File: src/rtl/fetch_control_pkg.sv
// Shared definitions for the instruction-fetch sequencing controller.
//   - pc_sel encodings driving the fetch PC mux
//   - FSM state enum (BOOT / RUN / MEMWAIT)
//   - pending-redirect kind encoding and its mapping onto branch_src
package fetch_control_pkg;

  typedef logic [1:0] pc_sel_t;

  localparam pc_sel_t PCSEL_RESET  = 2'b00;
  localparam pc_sel_t PCSEL_INT    = 2'b01;
  localparam pc_sel_t PCSEL_SEQ    = 2'b10;
  localparam pc_sel_t PCSEL_BRANCH = 2'b11;

  typedef enum logic [1:0] {
    ST_BOOT    = 2'd0,
    ST_RUN     = 2'd1,
    ST_MEMWAIT = 2'd2
  } fsm_state_t;

  // Encoded so that the kind bit equals the branch_src value it needs
  // (0 = branch_target, 1 = epc).
  typedef enum logic {
    PEND_BRANCH = 1'b0,
    PEND_ERET   = 1'b1
  } pend_kind_t;

  function automatic logic src_of_kind(pend_kind_t kind);
    return (kind == PEND_ERET);
  endfunction

endpackage

File: src/rtl/fetch_control_if.sv
// Bus between decode/execute/imem (master side) and the fetch controller
// (slave side).
//   master drives: pc, imem_ready, hazard_stall, branch_taken,
//                  branch_target, irq, eret
//   slave drives:  pc_sel, branch_src, stall, flush, epc, in_handler,
//                  pend_valid, pend_addr (held target of a deferred branch)
interface fetch_control_if;
  import fetch_control_pkg::*;

  logic [31:0] pc;
  logic        imem_ready;
  logic        hazard_stall;
  logic        branch_taken;
  logic [31:0] branch_target;
  logic        irq;
  logic        eret;

  pc_sel_t     pc_sel;
  logic        branch_src;
  logic        stall;
  logic        flush;
  logic [31:0] epc;
  logic        in_handler;
  logic        pend_valid;
  logic [31:0] pend_addr;

  modport master (
    output pc, imem_ready, hazard_stall, branch_taken, branch_target, irq, eret,
    input  pc_sel, branch_src, stall, flush, epc, in_handler, pend_valid, pend_addr
  );

  modport slave (
    input  pc, imem_ready, hazard_stall, branch_taken, branch_target, irq, eret,
    output pc_sel, branch_src, stall, flush, epc, in_handler, pend_valid, pend_addr
  );

endinterface

File: src/rtl/fetch_control_redirect_pending.sv
// Holds a redirect (branch or eret) that arrives while fetch is waiting on
// instruction memory, so it can be applied once the word returns.
//   clk, reset       : clock, synchronous active-low reset
//   capture_en       : controller is in MEMWAIT; arrivals are captured
//   apply            : the pending redirect is being applied this cycle
//   eret, branch_taken, branch_target : redirect sources
//   pend_valid/kind/addr : registered pending redirect
//   eff_valid/kind   : pending redirect including this cycle's arrival
module fetch_control_redirect_pending
  import fetch_control_pkg::*;
(
  input  logic        clk,
  input  logic        reset,
  input  logic        capture_en,
  input  logic        apply,
  input  logic        eret,
  input  logic        branch_taken,
  input  logic [31:0] branch_target,
  output logic        pend_valid,
  output pend_kind_t  pend_kind,
  output logic [31:0] pend_addr,
  output logic        eff_valid,
  output pend_kind_t  eff_kind
);

  logic       arrive;
  pend_kind_t arrive_kind;

  assign arrive      = capture_en && (eret || branch_taken);
  // ERET wins when both show up in the same cycle.
  assign arrive_kind = eret ? PEND_ERET : PEND_BRANCH;

  // A same-cycle arrival is the newest capture, so it overrides the
  // registered one when the memory word returns in that very cycle.
  assign eff_valid = pend_valid || arrive;
  assign eff_kind  = arrive ? arrive_kind : pend_kind;

  always_ff @(posedge clk) begin
    if (!reset) begin
      pend_valid <= 1'b0;
      pend_kind  <= PEND_BRANCH;
      pend_addr  <= 32'd0;
    end else if (apply) begin
      pend_valid <= 1'b0;
    end else if (arrive) begin
      pend_valid <= 1'b1;
      pend_kind  <= arrive_kind;
      if (!eret) begin
        pend_addr <= branch_target;
      end
    end
  end

endmodule

File: src/rtl/fetch_control.sv
// Instruction-fetch sequencing controller. Chooses the PC source and PC
// enable every cycle, arbitrating boot, interrupt entry/return, taken
// branches, decode hazards and imem wait states. Owns epc and in_handler.
//   clk, reset : clock, synchronous active-low reset
//   bus        : fetch_control_if.slave (inputs from pipeline, select/stall
//                outputs to the fetch PC mux and register)
module fetch_control
  import fetch_control_pkg::*;
#(
  parameter int BOOT_CYCLES = 4
) (
  input  logic            clk,
  input  logic            reset,
  fetch_control_if.slave  bus
);

  localparam int CNT_W = (BOOT_CYCLES > 1) ? $clog2(BOOT_CYCLES) : 1;
  localparam logic [CNT_W-1:0] CNT_LOAD = CNT_W'(BOOT_CYCLES - 1);

  fsm_state_t       state;
  fsm_state_t       state_next;
  logic [CNT_W-1:0] boot_cnt;
  logic [31:0]      epc;
  logic             in_handler;

  pc_sel_t          pc_sel;
  logic             branch_src;
  logic             stall;
  logic             flush;

  logic             irq_ok;
  logic             take_irq;
  logic             clear_handler;
  logic             pend_apply;

  logic             pend_valid;
  pend_kind_t       pend_kind;
  logic [31:0]      pend_addr;
  logic             eff_valid;
  pend_kind_t       eff_kind;

  // Interrupts are only taken when the current word is present, so the
  // saved resume point refers to a real fetch.
  assign irq_ok = bus.irq && !in_handler && bus.imem_ready;

  fetch_control_redirect_pending u_pending (
    .clk           (clk),
    .reset         (reset),
    .capture_en    (state == ST_MEMWAIT),
    .apply         (pend_apply),
    .eret          (bus.eret),
    .branch_taken  (bus.branch_taken),
    .branch_target (bus.branch_target),
    .pend_valid    (pend_valid),
    .pend_kind     (pend_kind),
    .pend_addr     (pend_addr),
    .eff_valid     (eff_valid),
    .eff_kind      (eff_kind)
  );

  // State register
  always_ff @(posedge clk) begin
    if (!reset) begin
      state <= ST_BOOT;
    end else begin
      state <= state_next;
    end
  end

  // Next-state logic
  always_comb begin
    state_next = state;
    case (state)
      ST_BOOT: begin
        if (boot_cnt == '0) begin
          state_next = ST_RUN;
        end
      end
      ST_RUN: begin
        // Only an otherwise-idle cycle that lacks the imem word waits.
        if (!bus.eret && !irq_ok && !bus.branch_taken &&
            !bus.hazard_stall && !bus.imem_ready) begin
          state_next = ST_MEMWAIT;
        end
      end
      ST_MEMWAIT: begin
        if (bus.imem_ready) begin
          state_next = ST_RUN;
        end
      end
      default: state_next = ST_BOOT;
    endcase
  end

  // Output logic (combinational for zero-cycle redirect)
  always_comb begin
    pc_sel        = PCSEL_SEQ;
    branch_src    = 1'b0;
    stall         = 1'b0;
    flush         = 1'b0;
    take_irq      = 1'b0;
    clear_handler = 1'b0;
    pend_apply    = 1'b0;
    if (!reset) begin
      pc_sel = PCSEL_RESET;
      flush  = 1'b1;
    end else begin
      case (state)
        ST_BOOT: begin
          pc_sel = PCSEL_RESET;
          flush  = 1'b1;
        end
        ST_RUN: begin
          if (bus.eret) begin
            pc_sel        = PCSEL_BRANCH;
            branch_src    = 1'b1;
            flush         = 1'b1;
            clear_handler = 1'b1;
          end else if (irq_ok) begin
            pc_sel   = PCSEL_INT;
            flush    = 1'b1;
            take_irq = 1'b1;
          end else if (bus.branch_taken) begin
            pc_sel = PCSEL_BRANCH;
            flush  = 1'b1;
          end else if (bus.hazard_stall || !bus.imem_ready) begin
            stall = 1'b1;
          end
        end
        ST_MEMWAIT: begin
          if (bus.imem_ready && eff_valid) begin
            pc_sel        = PCSEL_BRANCH;
            branch_src    = src_of_kind(eff_kind);
            flush         = 1'b1;
            pend_apply    = 1'b1;
            clear_handler = (eff_kind == PEND_ERET);
          end else if (!bus.imem_ready) begin
            stall = 1'b1;
          end
        end
        default: begin
          pc_sel = PCSEL_RESET;
          flush  = 1'b1;
        end
      endcase
    end
  end

  // Boot counter, exception PC and interrupt mask
  always_ff @(posedge clk) begin
    if (!reset) begin
      boot_cnt   <= CNT_LOAD;
      epc        <= 32'd0;
      in_handler <= 1'b0;
    end else begin
      if (state == ST_BOOT && boot_cnt != '0) begin
        boot_cnt <= boot_cnt - CNT_W'(1);
      end
      if (take_irq) begin
        // A branch resolving alongside the interrupt is the true next PC.
        epc        <= bus.branch_taken ? bus.branch_target : bus.pc;
        in_handler <= 1'b1;
      end else if (clear_handler) begin
        in_handler <= 1'b0;
      end
    end
  end

  assign bus.pc_sel     = pc_sel;
  assign bus.branch_src = branch_src;
  assign bus.stall      = stall;
  assign bus.flush      = flush;
  assign bus.epc        = epc;
  assign bus.in_handler = in_handler;
  assign bus.pend_valid = pend_valid;
  assign bus.pend_addr  = pend_addr;

endmodule
File: src/flat_wrapper.sv
// flat-port wrapper written by rule: the top's interface ports become plain ports
module fetch_control_flat import fetch_control_pkg::*;
#(
  parameter int BOOT_CYCLES = 4
)
  (clk, reset, bus_pc, bus_imem_ready, bus_hazard_stall, bus_branch_taken, bus_branch_target, bus_irq, bus_eret, bus_pc_sel, bus_branch_src, bus_stall, bus_flush, bus_epc, bus_in_handler, bus_pend_valid, bus_pend_addr);
  fetch_control_if bus_i ();
  input  logic clk;
  input  logic reset;
  input wire logic [$bits(bus_i.pc)-1:0] bus_pc;
  input wire logic [$bits(bus_i.imem_ready)-1:0] bus_imem_ready;
  input wire logic [$bits(bus_i.hazard_stall)-1:0] bus_hazard_stall;
  input wire logic [$bits(bus_i.branch_taken)-1:0] bus_branch_taken;
  input wire logic [$bits(bus_i.branch_target)-1:0] bus_branch_target;
  input wire logic [$bits(bus_i.irq)-1:0] bus_irq;
  input wire logic [$bits(bus_i.eret)-1:0] bus_eret;
  output wire logic [$bits(bus_i.pc_sel)-1:0] bus_pc_sel;
  output wire logic [$bits(bus_i.branch_src)-1:0] bus_branch_src;
  output wire logic [$bits(bus_i.stall)-1:0] bus_stall;
  output wire logic [$bits(bus_i.flush)-1:0] bus_flush;
  output wire logic [$bits(bus_i.epc)-1:0] bus_epc;
  output wire logic [$bits(bus_i.in_handler)-1:0] bus_in_handler;
  output wire logic [$bits(bus_i.pend_valid)-1:0] bus_pend_valid;
  output wire logic [$bits(bus_i.pend_addr)-1:0] bus_pend_addr;
  assign bus_i.pc = bus_pc;
  assign bus_i.imem_ready = bus_imem_ready;
  assign bus_i.hazard_stall = bus_hazard_stall;
  assign bus_i.branch_taken = bus_branch_taken;
  assign bus_i.branch_target = bus_branch_target;
  assign bus_i.irq = bus_irq;
  assign bus_i.eret = bus_eret;
  assign bus_pc_sel = bus_i.pc_sel;
  assign bus_branch_src = bus_i.branch_src;
  assign bus_stall = bus_i.stall;
  assign bus_flush = bus_i.flush;
  assign bus_epc = bus_i.epc;
  assign bus_in_handler = bus_i.in_handler;
  assign bus_pend_valid = bus_i.pend_valid;
  assign bus_pend_addr = bus_i.pend_addr;
  fetch_control #(.BOOT_CYCLES(BOOT_CYCLES)) u_core (.clk(clk), .reset(reset), .bus(bus_i));
endmodule
File: config.mk
export PLATFORM = sky130hd
export DESIGN_NAME = fetch_control_flat
export DESIGN_NICKNAME = d
export VERILOG_FILES = /design/src/rtl/fetch_control_pkg.sv /design/src/rtl/fetch_control_if.sv /design/src/rtl/fetch_control_redirect_pending.sv /design/src/rtl/fetch_control.sv /design/src/flat_wrapper.sv
export SDC_FILE = /design/constraint.sdc
export NUM_CORES = 1
export LEC_CHECK = 0
export ABC_AREA = 1
export CELL_PAD_IN_SITES_DETAIL_PLACEMENT = 1
export CELL_PAD_IN_SITES_GLOBAL_PLACEMENT = 1
export CORE_MARGIN = 5
export CORE_UTILIZATION = 43
export CTS_BUF_LIST = sky130_fd_sc_hd__clkbuf_8 sky130_fd_sc_hd__clkbuf_16
export DETAILED_ROUTE_END_ITERATION = 7
export DONT_BUFFER_PORTS = 1
export PLACE_DENSITY_LB_ADDON = 0.1
export SLEW_MARGIN = 20
export SYNTH_ARGS = -nofsm -noshare
export SYNTH_HDL_FRONTEND = slang
export SYNTH_SLANG_ARGS = --single-unit
File: constraint.sdc
create_clock -name clk -period 1.75 [get_ports clk]
set_input_delay 0.35 -clock clk [delete_from_list [all_inputs] [get_ports clk]]
set_output_delay 0.35 -clock clk [all_outputs]
set_load 0.005 [all_outputs]
Word level (Yosys, flattened, before mapping)
Cells that the tools add are included.
- flip-flop bits (word level): 71
- input bits: 71
- output and inout port bits: 71
- logic and storage cells: 79
- add/sub/neg operators: 1
- equality and inequality tests: 5
- muxes and demuxes: 38
- bitwise gates (word level): 3
- reduce and logical (&&, ||, !) cells: 25
- operators by type and width (kind ; number):
    32-bit two-way mux ; 1
    1-bit two-way mux ; 26
    2-bit two-way mux ; 6
    1-bit logical AND ; 9
    1-bit logical NOT ; 6
    1-bit one-hot mux with 2 select lines ; 3
    2-bit one-hot mux with 3 select lines ; 1
    3-bit AND reduction ; 2
    2-bit logical NOT ; 2
    2-bit by 1-bit inequality test with 1-bit output (second input constant) ; 2
    2-bit one-hot mux with 2 select lines ; 1
    2-bit nonzero test ; 2
    1-bit logical OR ; 3
    1-bit inverter ; 3
    2-bit by 1-bit equality test with 1-bit output (second input constant) ; 1
    2-bit equality test (second input constant) ; 1
    2-bit inequality test (second input constant) ; 1
    2-bit OR reduction ; 1
    2-bit by 1-bit subtractor with 2-bit output (second input constant) ; 1

Depth between registers and ports, before layout
Gate-level depths: netlist (run 1).
- word-level depth: 10
- gate-level depth with buffers: 10
- mapped depth without buffers: 10

By module
A second synthesis (run 1) with hierarchy kept.
- cells, all modules: 600
- area, all modules: 3791.1 um^2
- modules (own cells, without submodules) (module ; instances ; cells an instance ; area each (um^2) ; sequential area each (um^2)):
    fetch_control ; 1 ; 371 ; 2193.4 ; 740.7
    fetch_control_redirect_pending ; 1 ; 229 ; 1597.8 ; 680.7

Worst setup path before layout (run 1)
No wires, ideal clock.
- path kind: reg-to-output
- start: reg u_core.state[0]
- end: out bus_branch_src
- arrival: 1.191 ns
- data required time: 1.400 ns
- setup slack: 0.209 ns
- cell stages (with the launch flop): 10
- path buffers: 0
- cell sequence: dfxtp_1 > inv_1 > ha_1 > nand3_1 > inv_1 > a21oi_1 > nand2_1 > nand2_1 > nand2_1 > inv_1
- word-level cells in the longest chain between the ends: 7
- elaborated cells on any way between the ends: 9
- those cells by class: eq/ne: 2; mux: 4; reduce/logical: 3
- RTL lines (item ; RTL line ; text):
    start: declaration ; fetch_control.sv:20 ; fsm_state_t state;
    start signal: assignment ; fetch_control.sv:66 ; state <= state_next;
    2-bit equality test ; fetch_control.sv:49, fetch_control.sv:108 ;
    1-bit logical AND ; fetch_control_redirect_pending.sv:29 ; assign arrive = capture_en && (eret || branch_taken);
    1-bit logical OR ; fetch_control_redirect_pending.sv:35 ; assign eff_valid = pend_valid || arrive;
    1-bit logical AND ; fetch_control.sv:131 ; if (bus.imem_ready && eff_valid) begin
    1-bit two-way mux ; fetch_control.sv:131 ;
    1-bit one-hot mux with 2 select lines (*) ; fetch_control.sv:108 ; case (state)
    1-bit two-way mux (*) ; fetch_control.sv:104 ; if (!reset) begin
    end: declaration ; flat_wrapper.sv:18 ; output wire logic [$bits(bus_i.branch_src)-1:0] bus_branch_src;
Mark *: on every way between the ends. The rest lies on a longest branch, timed or not.

Worst setup path after layout (run 1)
- start: reg u_core.state[1]
- end: out bus_branch_src
The elaborated chain is that of the path after synthesis.

==> results of run 1 <==
-- repair_timing --
item	4_1_cts	5_1_grt
hold buffers	0	0
cloned	0	0
setup buffers	4	1
resized for setup	18	7
endpoints found under the setup margin	5	5
pin swaps	4	2
-- final cells by class --
| class | count | share of cell area |
|---|---|---|
| repair buffers | 17 | 0.05212 |
| multi-input cells | 321 | 0.4373 |
| flip-flops and latches | 71 | 0.3668 |
| clock inverters | 6 | 0.02188 |
| well taps | 102 | 0.03282 |
| clock buffers | 10 | 0.03539 |
| inverters | 55 | 0.05373 |
-- layout by cell type (no fill, tap or decap), types with 2 or more instances in the layout --
master / instances
a21oi_1: 57
a21oi_2: 12
buf_12: 6
buf_4: 11
bufinv_16: 2
clkbuf_8: 10
dfxtp_1: 69
ha_1: 3
ha_4: 3
inv_1: 48
inv_2: 7
mux2i_1: 13
nand2_1: 106
nand2_2: 3
nand3_1: 36
nor2_1: 42
nor2_2: 3
o21a_1: 13
o21ai_0: 23
-- per-layer routing --
layer	vias to the layer above	global-route usage	routed length [µm]
li1	1520	-	-
met1	1418	0.2325	4221
met2	99	0.3407	4793
met3	11	0.07853	985
met4	0	0.07773	138
met5	-	0	0
-- report_power, final --
part	total, W	switching [W]	internal, W
logic	0.00106	0.000619	0.000439
registers	0.00188	0.000119	0.00177
clock network	0.00149	0.000649	0.000837
total	0.00443	0.00139	0.00304
-- through the flow --
| step | instance area, µm² | worst slack [ns] | power, W |
|---|---|---|---|
| 6_report | 3889 | -0.04072 | 0.004430 |
| 2_1_floorplan | 3466 | 0.2089 | 0.002601 |
| 5_1_grt | 3889 | -0.1384 | 0.004694 |
| 3_5_place_dp | 3542 | 0.04096 | 0.002819 |
| 4_1_cts | 3865 | -0.06855 | 0.004455 |
| 3_3_place_gp | 3542 | 0.09047 | 0.002778 |
-- flip-flops by register name (all words and copies together), names as in the netlist --
name / cells
u_core.u_pending.pend_kind: 1
u_core.u_pending.pend_addr: 32
u_core.u_pending.pend_valid: 1
u_core.boot_cnt: 2
u_core.bus.epc: 32
u_core.bus.in_handler: 1
u_core.state: 2
-- cell families after synthesis --
| logic type | after synthesis |
|---|---|
| multiplexers | 13 |
| adder cells (fa/ha/maj) | 6 |
| AO/OA/AOI/OAI | 108 |
| buffers and inverters | 89 |
| AND/OR/NAND/NOR | 194 |
| flip-flops | 71 |
-- worst paths after layout --
check                     startpoint                              to  slack (ns)  depth (start not counted)
hold reg to reg   u_core.boot_cnt[0]              u_core.boot_cnt[0]        0.46                          2
hold / removal                 reset              u_core.boot_cnt[0]        0.10                          1
setup reg to reg     u_core.state[1]  u_core.u_pending.pend_addr[10]        0.12                          9
setup / recovery     u_core.state[1]                  bus_branch_src       -0.04                          8
-- worst reg2reg max path: stages, from the launching register on --
cell and delay (ns):
dfxtp_4 0.39, ha_4 0.19, nand2_2 0.09, a21oi_4 0.15, buf_4 0.14, buf_4 0.11, nand2_4 0.08, buf_12 0.18
a21oi_1 0.14, nor2_1 0.06
==> run_results.csv, run 1 <==
group,metric,value,unit
clocking,cts_root_buf,"clkbuf_8",
timing,finalWorstSetupSlack,-0.04072,ns
synthesis,synth_compound_area_frac,0.1794,
layout,multi_input_area,1700,µm²
synthesis,synth-seq-cells,71,
timing,slew_headroom,0.7737,
routing,drc,0,
floorplanning,ioPinCount,142,
placed_design,place.gp.congestion,0.8115,
timing,slew_violations,0,
synthesis,yosys.area_share.simple,0.2292,
synthesis,ys_seq_area_frac,0.4101,
timing,final_hold_viol_count,0,
layout,drive_gt1_frac,0.1417,
clocking,clk_latency,0.34,ns
worst_setup_path,cpMaxStageDelayCell,"dfxtp_4",
worst_setup_path,end_kind,"primary output",
clocking,cts_buffers,9,
worst_setup_path,critPathArrivalTime,1.44,ns
synthesis,synthCells,481,
synthesis,synth_xor_area_frac,0,
layout,register_area,1426,µm²
synthesis,yosys-top-cells-area,"dfxtp_1 41%, nand2_1 12%, a21oi_1 8.7%",
synthesis,synth.distinct_cells,23,
grt,antenna_found_initial,0,
routing,dr.pass1.iters,4,
grt,grt_pass1_wl,16260,µm
floorplanning,design.die.area,9955,µm²
routing,wire_per_inst,17.42,µm
worst_setup_path,crit_chain,"ha_4, nand3_2, inv_2, a21oi_2, nand2_1, nand2_1, nand2_2, inv_2",
synthesis,yosys.area.top_type,"dfxtp_1",
routing,ant_nets,0,
floorplanning,start_util,0.4439,
clocking,cts_sinks,71,
worst_setup_path,criticalPathCategory,"reg2out",
clocking,cts_max_level,3,
layout,fin_nets,552,
clocking,clk_pin_slew,0.08,ns
worst_setup_path,max_stage_delay,0.37,ns
synthesis,synth_top_family_by_area,"simple AND/OR/NAND/NOR gates",
floorplanning,die_y,99.78,µm
timing,timing.final.crit_share,1.023,
synthesis,synthTopCellsByCount,"109 x nand2_1, 71 x dfxtp_1, 60 x a21oi_1, 53 x inv_1, 44 x nor2_1",
synthesis,synthArstFlopShare,0,
grt,gr-total-overflow,0,
layout,utilization,0.4981,
routing,via_per_inst,5.237,
timing,finalSetupViolations,2,
grt,track_usage,0.2028,
floorplanning,die_w,99.78,µm
worst_setup_path,critPathTopFamily,"flip-flops",
routing,vias,3048,
layout,diodes,0,
layout,nFillCells,981,
placed_design,numPortBuffers,0,
power,peakVddDrop,0.5096,mV
synthesis,synth-main-ff-cell,"dfxtp_1",
worst_setup_path,critPathLaunchType,"register",
timing,fin_crit,1.791,ns
worst_setup_path,path_buf_inv,2,
timing,worst_pin_slew,0.3390,ns
synthesis,synth.most_common_cell,"nand2_1",
timing,rsz0062_at_grt,"true",
floorplanning,row_count,32,
layout,area_growth,12.20,%
status,outcome,"finished, violations left",
synthesis,synth-edff-count,0,
synthesis,avgSynthCellArea,7.205,µm²
timing,skew,0.01226,ns
grt,grt_pass1_vias,3260,
synthesis,synth_mux_area_frac,0.03755,
synthesis,synthAdderAreaFrac,0.02166,
worst_setup_path,cp_max_fo,5,
routing,drt-initial-drc-count,63,
layout,final_cells,582,
timing,hold_slack,0.1016,ns
timing,fmax,0.5584,GHz
timing,fin_setup_tns,-0.05734,ns
placed_design,dpl.hpwl,7142,µm
floorplanning,coreArea,7807,µm²
clocking,clk_path_buf_depth,2,
status,violations,"negative setup slack",
routing,routed_wl,10140,µm
placed_design,numPlacedInstances,561,
grt,grt_max_degree,45,
worst_setup_path,cp.required,1.40,ns
hold_path,min_path_type,"in2reg",
run,maxCapViolations,0,
synthesis,syn_nets,558,
synthesis,synth.top_cell.area_share,0.4101,
synthesis,synth_area,3466,µm²
power,p_leak,1.701,nW
synthesis,yosys_warnings,0,
power,cellPowerDensity,1139,nW/µm²
clocking,cts_tree,"yes",
(Power assumes the default switching activity.)
==> run 2, diff against run 1 <==
--- a/config.mk
+++ b/config.mk
@@ -11,4 +11,4 @@
 export CORE_MARGIN = 5
-export CORE_UTILIZATION = 43
-export CTS_BUF_LIST = sky130_fd_sc_hd__clkbuf_8 sky130_fd_sc_hd__clkbuf_16
+export CORE_UTILIZATION = 45
+export CTS_BUF_LIST = sky130_fd_sc_hd__clkbuf_4 sky130_fd_sc_hd__clkbuf_8
 export DETAILED_ROUTE_END_ITERATION = 7
==> constraint.sdc (replaced) <==
create_clock -name clk -period 1.75 [get_ports clk]
set_input_delay 0.0875 -clock clk [delete_from_list [all_inputs] [get_ports clk]]
set_output_delay 0.0875 -clock clk [all_outputs]
set_load 0.005 [all_outputs]
==> run_results.csv, run 2 (synthesized netlist as in run 1, its figures left out) <==
group,metric,value,unit
routing,drc,0,
floorplanning,coreArea,7607,µm²
floorplanning,row_count,32,
grt,grt_max_degree,40,
clocking,cts_sinks,71,
timing,fin_crit,1.653,ns
run,maxCapViolations,0,
grt,antenna_found_initial,0,
placed_design,dpl.hpwl,6907,µm
routing,wire_per_inst,17.13,µm
floorplanning,die_w,97.76,µm
routing,dr.pass1.iters,4,
layout,area_growth,15.09,%
layout,stdcell_area,3989,µm²
routing,routed_wl,10290,µm
placed_design,numPlacedInstances,559,
worst_setup_path,r2r-end,"u_core.bus.epc[15]",
worst_setup_path,r2r-start,"u_core.state[1]",
floorplanning,ioPinCount,142,
clocking,cts_max_level,3,
clocking,clk_pin_slew,0.08,ns
status,outcome,"completed",
placed_design,dpl_cell_area,3502,µm²
routing,ant_nets,0,
routing,via_per_inst,5.243,
floorplanning,die_y,97.76,µm
worst_setup_path,cpMaxStageDelayCell,"dfxtp_2",
floorplanning,design.die.area,9557,µm²
hold_path,min_path_type,"in2reg",
hold_path,holdPathEnd,"u_core.u_pending.pend_addr[11]",
worst_setup_path,critPathArrivalTime,1.93,ns
timing,fmax,0.6051,GHz
placed_design,place.gp.congestion,0.8017,
timing,skew,0.007600,ns
worst_setup_path,end_kind,"register",
timing,rsz0062_at_grt,"true",
hold_path,min_from,"bus_branch_target[11]",
grt,track_usage,0.2154,
timing,worst_pin_slew,0.6131,ns
power,p_leak,1.742,nW
clocking,clk_latency,0.34,ns
timing,finalSetupViolations,0,
worst_setup_path,rrSetupSlack,0.1,ns
layout,fin_nets,572,
layout,reg_top3,"u_core.bus.epc (32), u_core.u_pending.pend_addr (32)",
clocking,clk_path_buf_depth,2,
power,cellPowerDensity,1014,nW/µm²
layout,drive_gt1_frac,0.1042,
routing,vias,3151,
worst_setup_path,crit_chain,"inv_1, ha_1, inv_1, nor3_4, buf_4, buf_4, clkbuf_16, nand2_1, a21oi_1",
clocking,cts_tree,"yes",
worst_setup_path,reg2regPathDepth,9,
grt,grt_pass1_vias,3343,
layout,nFillCells,978,
timing,final_hold_viol_count,0,
routing,drt-initial-drc-count,83,
hold_path,min_path_cells,4,
worst_setup_path,critPathLaunchType,"register",
placed_design,numPortBuffers,0,
grt,grt_pass1_wl,16770,µm
clocking,cts_buffers,9,
layout,final_cells,601,
worst_setup_path,criticalPathCategory,"reg2reg",
power,peakVddDrop,0.4486,mV
clocking,cts_root_buf,"clkbuf_8",
timing,timing.final.crit_share,0.9444,
timing,slew_headroom,0.5908,
layout,layout_commonest_cell,"nand2_1",
layout,final_cell_mix,"109 x nand2_1, 69 x dfxtp_1, 59 x a21oi_1",
floorplanning,start_util,0.4556,
grt,gr-total-overflow,0,
worst_setup_path,cp.required,2.03,ns
worst_setup_path,cp_max_fo,14,
timing,slew_violations,0,
layout,diodes,0,
worst_setup_path,max_stage_delay,0.35,ns
## run 2: changes by cell type in the layout (fill, tap and decap cells not counted), sizes merged
cell         before  now
dlygate4sd3       0   22
bufinv            2    0
clkbuf           10   11
buf              17   14
clkinvlp          1    2
## run 2: worst max-delay path by stage
| stage | startpoint | endpoint | slack, ns | cells after the start |
|---|---|---|---|---|
| 4_1_cts | u_core.state[0] | bus_branch_src | 0.009 | 9 |
| 5_1_grt | u_core.state[1] | bus_stall | -0.02 | 6 |
| 6_report | u_core.state[1] | u_core.bus.epc[15] | 0.1 | 9 |
| 3_3_place_gp | u_core.state[1] | u_core.bus.epc[8] | 0.17 | 7 |
| 3_5_place_dp | u_core.state[0] | u_core.u_pending.pend_addr[13] | 0.07 | 9 |
| 2_1_floorplan | u_core.state[0] | u_core.u_pending.pend_addr[1] | 0.21 | 9 |
## run 2: metrics by stage
stage / TNS [ns] / hold WS, ns / utilization / total power [W] / worst slack, ns
6_report: 0 / 0.01183 / 0.5243 / 0.004046 / 0.09725
5_1_grt: -0.03517 / 0.01723 / 0.5243 / 0.004331 / -0.01515
4_1_cts: 0 / 0.0005455 / 0.5150 / 0.004031 / 0.009203
3_5_place_dp: 0 / 0.1868 / 0.4604 / 0.002789 / 0.07482
3_3_place_gp: 0 / 0.1821 / 0.4604 / 0.002741 / 0.1662
2_1_floorplan: 0 / 0.3066 / - / 0.002601 / 0.2113
## run 2: layout make-up
cell class | count | area, µm² | share of cell area
Sequential cell | 71 | 1426 | 0.3576
Clock inverter | 5 | 33.78 | 0.008469
Clock buffer | 10 | 137.6 | 0.03450
Tap cell | 102 | 127.6 | 0.03199
Inverter | 55 | 209.0 | 0.05238
Multi-Input combinational cell | 321 | 1638 | 0.4106
Timing Repair Buffer | 37 | 416.7 | 0.1045
## run 2: repair_timing
| action | 4_1_cts | 5_1_grt |
|---|---|---|
| pin swaps | 0 | 1 |
| hold buffers | 23 | 0 |
| setup buffers | 0 | 3 |
| gates cloned | 0 | 1 |
| endpoints found under the hold margin | 38 | 0 |
| setup endpoints to repair | 3 | 19 |
| resized for setup | 2 | 8 |
## run 2: routing by layer
layer,track usage,vias to the layer above,part of all wire
met2,0.3690,105,0.49
met4,0.07881,0,0.018
met3,0.07143,15,0.080
li1,-,1564,-
met5,0,-,0
met1,0.2508,1467,0.41
## run 2: report_power, final
part / switching (W) / total, W / internal, W
Sequential: 0.000126 / 0.00189 / 0.00177
Combinational: 0.000578 / 0.000973 / 0.000395
Clock: 0.000635 / 0.00118 / 0.000545
## run 2: critical path: cells and delay by family (launching register included)
family | cells | cell delay [ns]
AOI/OAI and AO/OA | 1 | 0.13
adders and majority gates | 1 | 0.20
buffers and inverters | 5 | 0.64
DFF | 1 | 0.35
and+or+nand+nor | 2 | 0.26
==> run 3, diff against run 2 <==
CORE_MARGIN = 2   (was 5)
==> run_results.csv, run 3 (synthesized netlist as in run 1, its figures left out) <==
group,metric,value,unit
status,outcome,"completed",
clocking,cts_tree,"yes",
timing,rsz0062_at_grt,"false",
run,maxCapViolations,0,
routing,drc,0,
placed_design,numPortBuffers,0,
timing,slew_violations,0,
routing,ant_nets,0,
layout,stdcell_area,4026,µm²
power,p_leak,1.747,nW
routing,wire_per_inst,16.20,µm
grt,track_usage,0.2338,
layout,reg_top3,"u_core.bus.epc (32), u_core.u_pending.pend_addr (32)",
grt,grt-busiest-layer,"met2",
clocking,clk_path_buf_depth,2,
hold_path,min_path_type,"in2reg",
timing,skew,0.006884,ns
grt,gr-total-overflow,0,
hold_path,min_from,"bus_branch_target[19]",
timing,fin_setup_tns,0,ns
power,cellPowerDensity,1082,nW/µm²
floorplanning,start_util,0.4556,
routing,drt-initial-drc-count,60,
worst_setup_path,worstSetupEndpoint,"u_core.bus.epc[29]",
grt,grt_max_degree,40,
timing,finalSetupViolations,0,
worst_setup_path,max_stage_delay,0.35,ns
layout,final_cell_mix,"109 x nand2_1, 69 x dfxtp_1, 58 x a21oi_1",
grt,antenna_found_initial,0,
grt,grt_util_met1,0.2654,
worst_setup_path,crit_start,"u_core.state[1]",
timing,worst_pin_slew,0.5664,ns
grt,met3_usage,0.07970,
routing,vias,3140,
clocking,cts_sinks,71,
layout,final_cells,598,
timing,hold_slack,0.001560,ns
routing,routed_wl,9689,µm
worst_setup_path,r2r-end,"u_core.bus.epc[29]",
layout,area_growth,16.17,%
worst_setup_path,cp.required,1.99,ns
layout,fin_nets,568,
worst_setup_path,end_kind,"register",
power,peakVddDrop,0.6149,mV
routing,via_per_inst,5.251,
floorplanning,ioPinCount,142,
timing,timing.final.crit_share,0.9483,
timing,fmax,0.6026,GHz
floorplanning,row_count,32,
clocking,cts_max_level,3,
worst_setup_path,critPathArrivalTime,1.90,ns
grt,grt_pass1_wl,15780,µm
worst_setup_path,criticalPathCategory,"reg2reg",
grt,grt_pass1_vias,3222,
worst_setup_path,rrSetupSlack,0.09,ns
placed_design,numPlacedInstances,557,
clocking,clk_latency,0.35,ns
clocking,cts_root_buf,"clkbuf_8",
worst_setup_path,crit_chain,"inv_1, ha_2, inv_1, nor3_4, buf_12, buf_12, a21oi_1, o21a_1",
worst_setup_path,r2r-start,"u_core.state[1]",
worst_setup_path,cpMaxStageDelayCell,"dfxtp_2",
layout,layout_commonest_cell,"nand2_1",
grt,use_met2,0.4148,
worst_setup_path,critPathLaunchType,"register",
layout,nFillCells,952,
worst_setup_path,cp_max_fo,23,
routing,dr.pass1.iters,4,
timing,fin_crit,1.660,ns
clocking,clk_pin_slew,0.08,ns
clocking,cts_buffers,9,
placed_design,dpl_cell_area,3500,µm²
placed_design,dpl.hpwl,6533,µm
floorplanning,design.die.area,8420,µm²
floorplanning,die_w,91.76,µm
timing,slew_headroom,0.6220,
placed_design,place.gp.congestion,0.7755,
layout,drive_gt1_frac,0.1008,
floorplanning,coreArea,7607,µm²
floorplanning,die_y,91.76,µm
worst_setup_path,reg2regPathDepth,8,
timing,final_hold_viol_count,0,
layout,diodes,0,
run 3: how the worst min path moves through the flow:
stage                                           to  slack [ns]  depth (start not counted)
floorplan            u_core.u_pending.pend_addr[0]        0.31                          4
global placement                u_core.boot_cnt[0]        0.18                          1
detailed placement              u_core.boot_cnt[0]        0.19                          1
CTS                 u_core.u_pending.pend_addr[12]       0.001                          4
global route        u_core.u_pending.pend_addr[14]       0.005                          4
finish              u_core.u_pending.pend_addr[19]       0.002                          4
run 3: metal layers:
metal,up-vias,share of wire
li1,1551,-
met1,1475,0.42
met2,104,0.50
met3,10,0.075
met4,0,0.012
met5,-,0
run 3: worst max-delay path, delay by kind of cell (launching register included):
family	cells	cell delay, ns
buffers and inverters	4	0.52
adders and majority gates	1	0.20
and+or+nand+nor	1	0.24
AOI/OAI and AO/OA	2	0.23
DFF	1	0.35
run 3: final cells by class:
type,instances,area (µm²),share of cell area
Sequential cell,71,1426,0.3543
Inverter,55,209.0,0.05190
Clock buffer,11,145.1,0.03605
Multi-Input combinational cell,321,1644,0.4083
Timing Repair Buffer,33,392.9,0.09758
Tap cell,102,127.6,0.03170
Clock inverter,5,81.33,0.02020
run 3: where the power goes:
part	total, W	internal (W)	switching (W)
logic	0.000969	0.000390	0.000579
clock network	0.00150	0.000858	0.000638
registers	0.00189	0.00177	0.000125
total	0.00436	0.00301	0.00134
run 3: stage by stage:
| step | util | setup WS (ns) | power, W |
|---|---|---|---|
| floorplan | - | 0.2113 | 0.002601 |
| global route | 0.5293 | 0.009450 | 0.004635 |
| finish | 0.5293 | 0.09042 | 0.004357 |
| global placement | 0.4600 | 0.09939 | 0.002740 |
| CTS | 0.5232 | 0.003573 | 0.004345 |
| detailed placement | 0.4600 | 0.03034 | 0.002793 |
run 3: timing repair:
| action | CTS | global route |
|---|---|---|
| endpoints found under the hold margin | 38 | 0 |
| hold buffers | 24 | 0 |
| gates cloned | 0 | 0 |
| pin swaps | 0 | 1 |
| setup buffers | 0 | 1 |
| endpoints found under the setup margin | 3 | 35 |
| resized for setup | 2 | 9 |
